[config.mk]
export PLATFORM = sky130hd
export DESIGN_NAME = usb_in_ep_buffer
export DESIGN_NICKNAME = d
export VERILOG_FILES = /design/src/rtl/usb_in_ep_buffer.sv
export SDC_FILE = /design/constraint.sdc
export NUM_CORES = 1
export LEC_CHECK = 0
export ABC_AREA = 1
export ABC_CLOCK_PERIOD_IN_PS = 2800
export CAP_MARGIN = 20
export CORE_UTILIZATION = 45
export DETAILED_ROUTE_END_ITERATION = 10
export GPL_TIMING_DRIVEN = 0
export PLACE_DENSITY = 0.58
export SKIP_LAST_GASP = 1
export SLEW_MARGIN = 15
export SYNTH_ARGS = -nofsm -noshare
export SYNTH_HDL_FRONTEND = slang
export SYNTH_SLANG_ARGS = --single-unit
[constraint.sdc]
create_clock -name clk -period 2.8 [get_ports clk]
set_input_delay 0.84 -clock clk [delete_from_list [all_inputs] [get_ports clk]]
set_output_delay 0.84 -clock clk [all_outputs]
set_load 0.05 [all_outputs]
[src/rtl/usb_in_ep_buffer.sv]
// Single-packet IN endpoint buffer between a client and the USB FS protocol engine.
// Optional: define USB_IN_EP_AUTO_COMMIT_EN to commit automatically when the buffer fills.
module usb_in_ep_buffer #(
  parameter int MAX_PKT = 32,
  parameter int PTR_W   = $clog2(MAX_PKT) + 1
) (
  input  logic             clk,
  input  logic             reset_n,
  input  logic             in_ep_req,
  output logic             in_ep_grant,
  output logic             in_ep_data_free,
  input  logic             in_ep_data_put,
  input  logic [7:0]       in_ep_data,
  input  logic             in_ep_data_done,
  input  logic             in_ep_stall,
  output logic             in_ep_acked,
  input  logic             pe_in_token,
  input  logic             pe_setup,
  output logic             pe_resp_valid,
  output logic [1:0]       pe_resp,
  output logic             pe_data_pid,
  output logic             pe_tx_avail,
  input  logic             pe_tx_get,
  output logic [7:0]       pe_tx_data,
  output logic             pe_tx_last,
  input  logic             pe_ack,
  input  logic             pe_timeout
);

  localparam int                IDX_W      = PTR_W - 1;
  localparam logic [PTR_W-1:0]  MAX_LEN    = PTR_W'(MAX_PKT);
  localparam logic [PTR_W-1:0]  PTR_ONE    = PTR_W'(1);
  localparam logic [1:0]        RESP_NAK   = 2'd0;
  localparam logic [1:0]        RESP_DATA  = 2'd1;
  localparam logic [1:0]        RESP_STALL = 2'd2;

  typedef enum logic [1:0] {FILL, READY, SEND, WAIT_ACK} state_t;

  state_t           state_reg, state_next;
  logic [PTR_W-1:0] wr_ptr_reg, wr_ptr_next;
  logic [PTR_W-1:0] rd_ptr_reg, rd_ptr_next;
  logic [PTR_W-1:0] len_reg, len_next;
  logic             toggle_reg, toggle_next;
  logic             grant_reg, grant_next;
  logic             resp_valid_reg, resp_valid_next;
  logic [1:0]       resp_reg, resp_next;
  logic             acked_reg, acked_next;
  logic [7:0]       mem [MAX_PKT];

  logic put_ok;
  logic tx_avail;
  logic tx_last;

  assign in_ep_data_free = (state_reg == FILL) && (wr_ptr_reg < MAX_LEN);
  assign put_ok          = grant_reg && in_ep_data_free && in_ep_data_put;
  assign tx_avail        = (state_reg == SEND) && (rd_ptr_reg < len_reg);
  assign tx_last         = tx_avail && (rd_ptr_reg == len_reg - PTR_ONE);

  assign in_ep_grant   = grant_reg;
  assign in_ep_acked   = acked_reg;
  assign pe_resp_valid = resp_valid_reg;
  assign pe_resp       = resp_reg;
  assign pe_data_pid   = toggle_reg;
  assign pe_tx_avail   = tx_avail;
  assign pe_tx_last    = tx_last;
  // Outputs stay at zero whenever no byte is being offered to the engine.
  assign pe_tx_data    = tx_avail ? mem[rd_ptr_reg[IDX_W-1:0]] : 8'h00;

  always_ff @(posedge clk) begin
    if (put_ok) begin
      mem[wr_ptr_reg[IDX_W-1:0]] <= in_ep_data;
    end
  end

  always_comb begin
    state_next      = state_reg;
    wr_ptr_next     = wr_ptr_reg;
    rd_ptr_next     = rd_ptr_reg;
    len_next        = len_reg;
    toggle_next     = toggle_reg;
    resp_valid_next = 1'b0;
    resp_next       = RESP_NAK;
    acked_next      = 1'b0;
    grant_next      = in_ep_req && (state_reg == FILL);

    // A token racing an ACK in WAIT_ACK is dropped; the ACK completes the packet.
    if (pe_in_token && !pe_setup && (state_reg != SEND) &&
        !((state_reg == WAIT_ACK) && pe_ack)) begin
      resp_valid_next = 1'b1;
      if (in_ep_stall)             resp_next = RESP_STALL;
      else if (state_reg == FILL)  resp_next = RESP_NAK;
      else                         resp_next = RESP_DATA;
    end

    case (state_reg)
      FILL: begin
        if (put_ok) wr_ptr_next = wr_ptr_reg + PTR_ONE;
        if (in_ep_data_done && grant_reg) begin
          len_next   = wr_ptr_reg + PTR_W'(put_ok);
          state_next = READY;
        end
`ifdef USB_IN_EP_AUTO_COMMIT_EN
        if (put_ok && (wr_ptr_reg == MAX_LEN - PTR_ONE)) begin
          len_next   = MAX_LEN;
          state_next = READY;
        end
`endif
      end
      READY: begin
        if (pe_in_token && !in_ep_stall) begin
          rd_ptr_next = '0;
          state_next  = SEND;
        end
      end
      SEND: begin
        if (pe_tx_get && tx_avail) begin
          rd_ptr_next = rd_ptr_reg + PTR_ONE;
          if (tx_last) state_next = WAIT_ACK;
        end else if (!tx_avail) begin
          state_next = WAIT_ACK;
        end
      end
      WAIT_ACK: begin
        if (pe_ack) begin
          toggle_next = ~toggle_reg;
          wr_ptr_next = '0;
          acked_next  = 1'b1;
          state_next  = FILL;
        end else if (pe_in_token && !in_ep_stall) begin
          rd_ptr_next = '0;
          state_next  = SEND;
        end else if (pe_timeout) begin
          state_next = READY;
        end
      end
      default: state_next = FILL;
    endcase

    if (pe_setup) begin
      toggle_next = 1'b1;
      wr_ptr_next = '0;
      rd_ptr_next = '0;
      len_next    = '0;
      acked_next  = 1'b0;
      state_next  = FILL;
    end
  end

  always_ff @(posedge clk or negedge reset_n) begin
    if (!reset_n) begin
      state_reg      <= FILL;
      wr_ptr_reg     <= '0;
      rd_ptr_reg     <= '0;
      len_reg        <= '0;
      toggle_reg     <= 1'b0;
      grant_reg      <= 1'b0;
      resp_valid_reg <= 1'b0;
      resp_reg       <= RESP_NAK;
      acked_reg      <= 1'b0;
    end else begin
      state_reg      <= state_next;
      wr_ptr_reg     <= wr_ptr_next;
      rd_ptr_reg     <= rd_ptr_next;
      len_reg        <= len_next;
      toggle_reg     <= toggle_next;
      grant_reg      <= grant_next;
      resp_valid_reg <= resp_valid_next;
      resp_reg       <= resp_next;
      acked_reg      <= acked_next;
    end
  end

endmodule
### Word level (Yosys, flattened, before mapping)

Memory sizes are Yosys's and may differ from the RTL's.
Index checks and enable logic that the tools add are counted.

* bits of input ports: 19
* memories kept: 1
* logic and storage cells: 94
* register bits: 26
* output and inout port bits: 17
* memory bits (writable): 256

* muxes and demuxes: 35
* $add $sub $neg: 4
* reduce and logical (&&, ||, !) cells: 28
* equal/unequal tests: 14
* bitwise logic cells: 1
* $lt $le $gt $ge: 2

Memory list
* mem: depth 32, width 8, rd ports 1, clocked after Yosys merged registers in 0, write ports 1, line 48 `logic [7:0] mem [MAX_PKT];`

Operators by type and width (count)
* two-way mux 6 bit: 10
* two-way mux 2 bit: 11
* one-hot mux 6 bit (3 select lines): 1
* logical AND 1 bit: 13
* adder 6 x 1 -> 6 bit, second input constant: 2
* inequality test 3 bit, second input constant: 4
* one-hot mux 6 bit (2 select lines): 1
* two-way mux 1 bit: 10
* two-way mux 8 bit: 1
* one-hot mux 2 bit (4 select lines): 1
* nonzero test 2 bit: 4
* adder 6 x 1 -> 6 bit: 1
* == test 6 bit: 1
* less-than comparator 6 bit: 1
* less-than comparator 6 bit, second input constant: 1
* inequality test 3 x 2 -> 1 bit, second input constant: 2
* AND reduction 3 bit: 2
* subtractor 6 x 1 -> 6 bit, second input constant: 1
* inequality test 5 x 4 -> 1 bit, second input constant: 1
* AND reduction 5 bit: 1
* == test 2 bit, second input constant: 2
* inequality test 4 x 3 -> 1 bit, second input constant: 1
* inequality test 4 bit, second input constant: 1
* AND reduction 2 bit: 2
* 7 further kinds: 9

### Logic depth before layout (Yosys ltp)

Gate-level depths: netlist of the first run.

* word-level depth: 8
* gate-level depth with buffers: 14

### Worst setup path before layout of the first run

Ideal clock, no wire load.

* path type: flip-flop to output port
* start: reg rd_ptr_reg[0]
* end: out pe_tx_data[0]
* cell stages (with the launch flop): 10
* slack: -0.468 ns
* arrival time: 2.428 ns
* cells stage by stage: dfrtp_1 > inv_2 > buf_2 > buf_2 > ha_1 > o21bai_1 > nand2_1 > nand3_2 > buf_6 > nor3_1

* longest elaborated chain between the ends: 3
* elaborated cells on any way between the ends: 4
* those cells by class: 1 x order compare; 1 x mux; 1 x reduce/logical; 1 x memory

RTL lines
* start: declaration: line 41 `logic [PTR_W-1:0] rd_ptr_reg, rd_ptr_next;`
* start signal: assignment: line 163 `rd_ptr_reg <= rd_ptr_next;`
* branches (longest 2 deep; another with memory (32 x 8 bit))
* two-way mux 8 bit (*): line 67 `assign pe_tx_data = tx_avail ? mem[rd_ptr_reg[IDX_W-1:0]] : 8'h00;`
* end: declaration: line 24 `output logic [7:0] pe_tx_data,`

Every way passes the cells marked *.

### Worst setup path after layout of the first run

* start: reg rd_ptr_reg[0]
* end: out pe_tx_data[3]

The elaborated chain is that of the path after synthesis.

==> impl_metrics.ini, run 1 <==
[pwr]
power.leakage_nw = 5.44
total_power_w = 0.00972
p_per_area_mw_per_mm2 = 663
peakVddDrop_v = 0.000494

[sta]
fin_ws_ns = -0.552
grt_setup_unrepaired = yes
fin_worst_skew_ns = 0.0136
min_period_over_period_pct = 120
max_freq_mhz = 298
tightest_slew_ns = 0.880
setup_violations = 10
final-hold-violation-count = 0
final_max_slew_viol_count = 0
period_needed_ns = 3.35
slew_headroom_pct = 41.1

[final_layout]
drive_gt1_share_pct = 17.1
n_fill_cell = 2271
largest_reg_flops = 256
nNetsFinal = 1234
final_util_pct = 55.8
syn2layout_area_growth_pct = 20.7

[grt]
track_usage_pct = 25.3
overflow = 0
antenna_found_initial = 0
grt_max_degree = 33
grt_pass1_vias = 8202
grt_pass1_wl_microns = 51400

[die]
dieHeight_microns = 166
start_util_pct = 46.2
core_sq_mm = 0.0263
dieWidth_microns = 166
die-area_sq_mm = 0.0276
ios = 36
rows = 59

[cts]
cts_tree = done
clk_latency_ns = 0.55
h-tree-depth = 1
clk_path_buf_depth = 3
clk_pin_slew_ns = 0.06
root_buffer = clkbuf_16
hold_buffers = 0
cts_inserted_buffers = 31
cts_sinks = 282

[synth]
syn_inst = 1116
yosysSeqAreaShare_pct = 68.7
synthTopCellsByCount = nand2_1 (319), edfxtp_1 (256), nand3_1 (246)
synth.most_common_cell = nand2_1
synth_edf_count = 256
yosys.cell_types.count = 29
synth_ff_type = edfxtp_1
syn_nets = 1149
async_reset_ff_share_pct = 9.22
synth_top_cell_area_share_pct = 63.3
netlist.top_cell.by_area = edfxtp_1
synth-seq-cells = 282
synth.area.top_cells = edfxtp_1 (63%), nand3_1 (10%), nand2_1 (9.9%)
netlist_area_sq_mm = 0.0121
avgSynthCellArea_sq_um = 10.9
yosys_warnings = 0

[hold_path]
hold_path.class = in -> async

[placed_design]
place_congestion = 0.908
dp_hpwl_microns = 22600
numPortBuffers = 35

[setup_path]
timing.rr.start = state_reg[1]$_DFFE_PN0P_
arrival_ns = 2.51
cp_data_required_time_ns = 1.96
cpMostUsedCell = nand3_1
path_cells = clkinv_4 > buf_4 > clkbuf_16 > buf_12 > nand2_1 > nand3_1 > nand3_1 > nand3_1 > a21oi_1 > nor3_4 > buf_6
critPathCaptureType = primary output
cp-endpoint = pe_tx_data[3]
worstSetupPathType = reg -> out
cp_max_fo = 10
critical_path.startpoint_type = flop
reg2reg_slack_ns = 0.17
max_stage_delay_ns = 0.45
rr_endpoint = mem[30][0]$_DFFE_PP_
setup.worst_path.start = rd_ptr_reg[0]$_DFFE_PN0P_
cp_slowest_cell = dfrtp_2
rr_worst_depth = 5

[run_status]
violations = design-rule violations, negative setup slack
outcome = finished, violations left

[routing]
wire_per_inst_microns = 22.5
vias = 8623
drcViolationCount = 4
drt_wl_total_microns = 35100
viasPerCell = 5.52
drt-initial-drc-count = 890
dr.pass1.iters = 11
ant_nets = 0

[flow_run]
cap_violations = 0
==> where the power goes <==
group	internal (W)	total (W)	leakage, nW	switching, W
Clock	0.00227	0.00389	0.472	0.00162
Combinational	0.000364	0.00111	2.32	0.000747
Sequential	0.00466	0.00472	2.65	0.0000554
==> critical path, delay by kind of cell, from the launching register on <==
| family | cells | cell delay [ns] |
|---|---|---|
| buf+inv | 5 | 0.72 |
| simple gates | 5 | 0.66 |
| flops | 1 | 0.45 |
| compound gates | 1 | 0.12 |
==> cell families after synthesis <==
family          synth area share (%)
simple gates                    23.5
flops                           68.7
buf+inv                         3.93
compound gates                  2.10
fa+ha+maj                       1.44
xor+xnor                       0.361
==> layout by cell type, fill, tap and decap left out, drive strengths merged, types with 2 or more instances in the layout <==
cell type        n
clkinv          13
inv             50
xor2             5
o22ai            5
clkdlybuf4s50   15
nor3            18
a21oi           22
nor2            66
ha              14
nand3          247
dfrtp           26
nand4            6
buf             82
clkbuf          57
edfxtp         256
bufinv           2
o21ai           15
nand2          321
==> repair_timing <==
item | 4_1_cts | 5_1_grt
setup endpoints to repair | 11 | 12
pin swaps | 6 | 15
buffers inserted | 2 | 14
gates resized for setup | 166 | 79
hold endpoints to repair | 0 | 0
gates cloned | 0 | 1
==> per-layer routing <==
metal,up-vias,routed length [microns],track usage [%]
met5,-,0,0
met4,0,1080,8.53
met3,68,2360,3.10
met2,311,16500,40.7
met1,4170,15100,35.7
li1,4074,-,-
==> how the worst min path moves through the flow <==
stage                                           end  slack [ns]
after floorplan            state_reg[1]$_DFFE_PN0P_        0.51
after global placement      pe_data_pid$_DFFE_PN0P_        0.49
after detailed placement    pe_data_pid$_DFFE_PN0P_        0.49
after CTS                 rd_ptr_reg[2]$_DFFE_PN0P_        0.31
after global routing       state_reg[1]$_DFFE_PN0P_        0.36
final                     rd_ptr_reg[5]$_DFFE_PN0P_        0.30
==> cell type report <==
class | count | area (sq um) | share of cell area [%]
Tap cell | 335 | 419 | 2.86
Inverter | 53 | 209 | 1.43
Sequential cell | 282 | 8340 | 56.9
Buffer | 58 | 556 | 3.79
Clock buffer | 45 | 848 | 5.79
Antenna cell | 1 | 2.50 | 0.0171
Timing Repair Buffer | 52 | 502 | 3.42
Clock inverter | 12 | 110 | 0.751
Multi-Input combinational cell | 723 | 3670 | 25.0
==> metrics by stage <==
step / setup slack [ns] / setup TNS, ns / instance area [sq um] / hold WS [ns] / std cells
final: -0.552 / -4.28 / 14700 / 0.296 / 1561
after global routing: -0.620 / -5.05 / 14700 / 0.360 / 1560
after CTS: -0.483 / -4.33 / 14200 / 0.313 / 1545
after detailed placement: -0.971 / -90.43 / 12900 / 0.492 / 1486
after global placement: -0.947 / -82.31 / 13000 / 0.490 / 1486
after floorplan: -0.0592 / -0.474 / 12200 / 0.514 / 1116
No activity file was read; power rests on OpenSTA's default activity.
==> run 2, diff against run 1 <==
--- a/config.mk
+++ b/config.mk
@@ -6,12 +6,13 @@
 export NUM_CORES = 1
 export LEC_CHECK = 0
 export ABC_AREA = 1
-export ABC_CLOCK_PERIOD_IN_PS = 2800
+export ABC_CLOCK_PERIOD_IN_PS = 3460
 export CAP_MARGIN = 20
 export CORE_UTILIZATION = 45
 export DETAILED_ROUTE_END_ITERATION = 10
 export GPL_TIMING_DRIVEN = 0
 export PLACE_DENSITY = 0.58
+export REMOVE_ABC_BUFFERS = 1
 export SKIP_LAST_GASP = 1
 export SLEW_MARGIN = 15
 export SYNTH_ARGS = -nofsm -noshare
==> constraint.sdc (replaced) <==
create_clock -name clk -period 3.46 [get_ports clk]
set_input_delay 1.038 -clock clk [delete_from_list [all_inputs] [get_ports clk]]
set_output_delay 1.038 -clock clk [all_outputs]
set_load 0.05 [all_outputs]
==> run 2 against run 1 <==
Compared with the run above:
- the run still ends with design-rule violations, negative setup slack left
- non-clock buffer count down 24
- clock skew fell by 0.00063 ns
- count of clock-buffer cells in the layout is 12 lower
- global-route usage is 0.11 points lower
- critical path type unchanged
==> impl_metrics.ini, run 2 (same netlist as run 1, synthesis figures left out) <==
[run_status]
outcome = finished, violations left
violations = design-rule violations, negative setup slack

[final_layout]
drive_gt1_share_pct = 17.3
syn2layout_area_growth_pct = 23.8
finalInstanceArea_sq_mm = 0.0150
final_util_pct = 57.2
largest_reg_flops = 256
antennaDiodeCount = 0
final_cell_mix = nand2_1 (309), edfxtp_1 (256), nand3_1 (212)
final_common_cell = nand2_1
nNetsFinal = 1214

[grt]
antenna_found_initial = 0
grt_pass1_wl_microns = 51500
grt_max_degree = 35
track_usage_pct = 25.2
grt_pass1_vias = 8237
overflow = 0

[setup_path]
cpMostUsedCell = buf_16
critical_path.startpoint_type = flop
critPathCaptureType = primary output
cp_top_family = buffers and inverters
worstSetupPathType = reg -> out
critPathBufInv = 5
arrival_ns = 2.58
cp_data_required_time_ns = 2.42
cp_max_fo = 8
path_cells = buf_16 > buf_16 > clkinv_16 > ha_4 > o21bai_1 > nand2_1 > nand3_4 > buf_12 > nor3_4 > buf_6
reg2reg_slack_ns = 0.80
max_stage_delay_ns = 0.50
cp_slowest_cell = dfrtp_4

[sta]
tightest_slew_ns = 0.858
hold_ws_ns = 0.492
fin_ws_ns = -0.154
slew_headroom_pct = 42.6
grt_setup_unrepaired = yes
max_freq_mhz = 277
final-hold-violation-count = 0
fin_worst_skew_ns = 0.0130
setup_violations = 9
min_period_over_period_pct = 104
period_needed_ns = 3.61
final_max_slew_viol_count = 0

[pwr]
peakVddDrop_v = 0.000403
p_per_area_mw_per_mm2 = 518
p_int_w = 0.00583
switching_power_w = 0.00196
swShare_pct = 25.2
p_comb_share_pct = 11.8
power.leakage_nw = 5.49
power_frac_seq_pct = 49.0
p_clk_share_pct = 39.2

[cts]
clk_latency_ns = 0.56
cts_inserted_buffers = 30
h-tree-depth = 1
cts_sinks = 282
cts_tree = done
root_buffer = clkbuf_16
hold_buffers = 0
clk_pin_slew_ns = 0.06
clk_path_buf_depth = 3

[routing]
dr.pass1.iters = 8
drt_wl_total_microns = 34700
vias = 8655
wire_per_inst_microns = 22.6
drcViolationCount = 2
drt-initial-drc-count = 611
ant_nets = 0
viasPerCell = 5.62

[die]
dieWidth_microns = 166
rows = 59
ios = 36
dieHeight_microns = 166
start_util_pct = 46.2
core_sq_mm = 0.0263
die-area_sq_mm = 0.0276

[hold_path]
hold_path.class = in -> async

[placed_design]
numPortBuffers = 35
place_congestion = 0.799
detailed_place.area_sq_mm = 0.0128
dp_hpwl_microns = 17500

[flow_run]
cap_violations = 0
[run 2: changes by cell type in the layout (fill, tap and decap cells not counted), moves of 6 or more]
cell	before	now
buf_4	27	18
clkbuf_1	13	3
buf_6	23	14
buf_2	19	6
nand3_4	0	6
buf_16	0	12
nand3_1	222	212
nand2_1	317	309
[run 2: worst register-to-register path, stage by stage, from the launching register on]
cell	delay, ns
dfrtp_1	0.43
nor2_1	0.32
nand4_1	0.17
inv_1	0.19
nand2_1	0.38
nor2_1	0.78
[run 2: timing repair]
item / in CTS / in global routing
endpoints found under the setup margin: 10 / 11
gates resized for setup: 191 / 14
setup buffers: 25 / 4
cloned: 16 / 2
pin swaps: 33 / 9
[run 2: cell type report]
cell class	count	area [sq um]
fill	2180	11200
timing repair buffer	86	1230
inverter	53	245
sequential	282	8350
clock inverter	23	174
multi-input combinational	723	3800
clock buffer	33	762
tap	335	419
timing repair inverter	5	50.0
[run 2: path summary, 6_finish.rpt]
kind | from | to | cells after the start
min | reset_n | pe_resp[1]$_DFF_PN0_ | 1
min reg2reg | pe_data_pid$_DFFE_PN0P_ | pe_data_pid$_DFFE_PN0P_ | 1
max | rd_ptr_reg[0]$_DFFE_PN0P_ | pe_tx_data[6] | 10
max in group asynchronous | reset_n | rd_ptr_reg[3]$_DFFE_PN0P_ | 1
max reg2reg | state_reg[1]$_DFFE_PN0P_ | mem[17][0]$_DFFE_PP_ | 5
min in group clk | pe_data_pid$_DFFE_PN0P_ | pe_data_pid$_DFFE_PN0P_ | 1
[run 2: power groups by stage]
stage	Combinational (W)	Clock (W)	Sequential, W
6_report	0.000921	0.00305	0.00382
5_1_grt	0.00100	0.00324	0.00382
4_1_cts	0.000895	0.00309	0.00382
3_5_place_dp	0.000729	0	0.00389
3_3_place_gp	0.000709	0	0.00392
2_1_floorplan	0.000402	0	0.00394
[run 2: metal layers]
metal	vias up	global-route usage, %	share of wire (%)
met4	0	8.37	3.1
met3	64	2.62	6.6
met1	4225	34.6	42
met5	-	0	0
met2	336	42.0	48
li1	4030	-	-
[run 2: metrics by stage]
stage	TNS, ns	std cells	power [W]	worst slack [ns]
detailed placement	-13.11	1437	0.00462	-1.44
finish	-1.03	1540	0.00779	-0.154
CTS	-1.09	1534	0.00780	-0.144
floorplan	-38.30	1058	0.00435	-2.53
global route	-1.65	1540	0.00806	-0.213
global placement	-114.57	1428	0.00462	-7.04
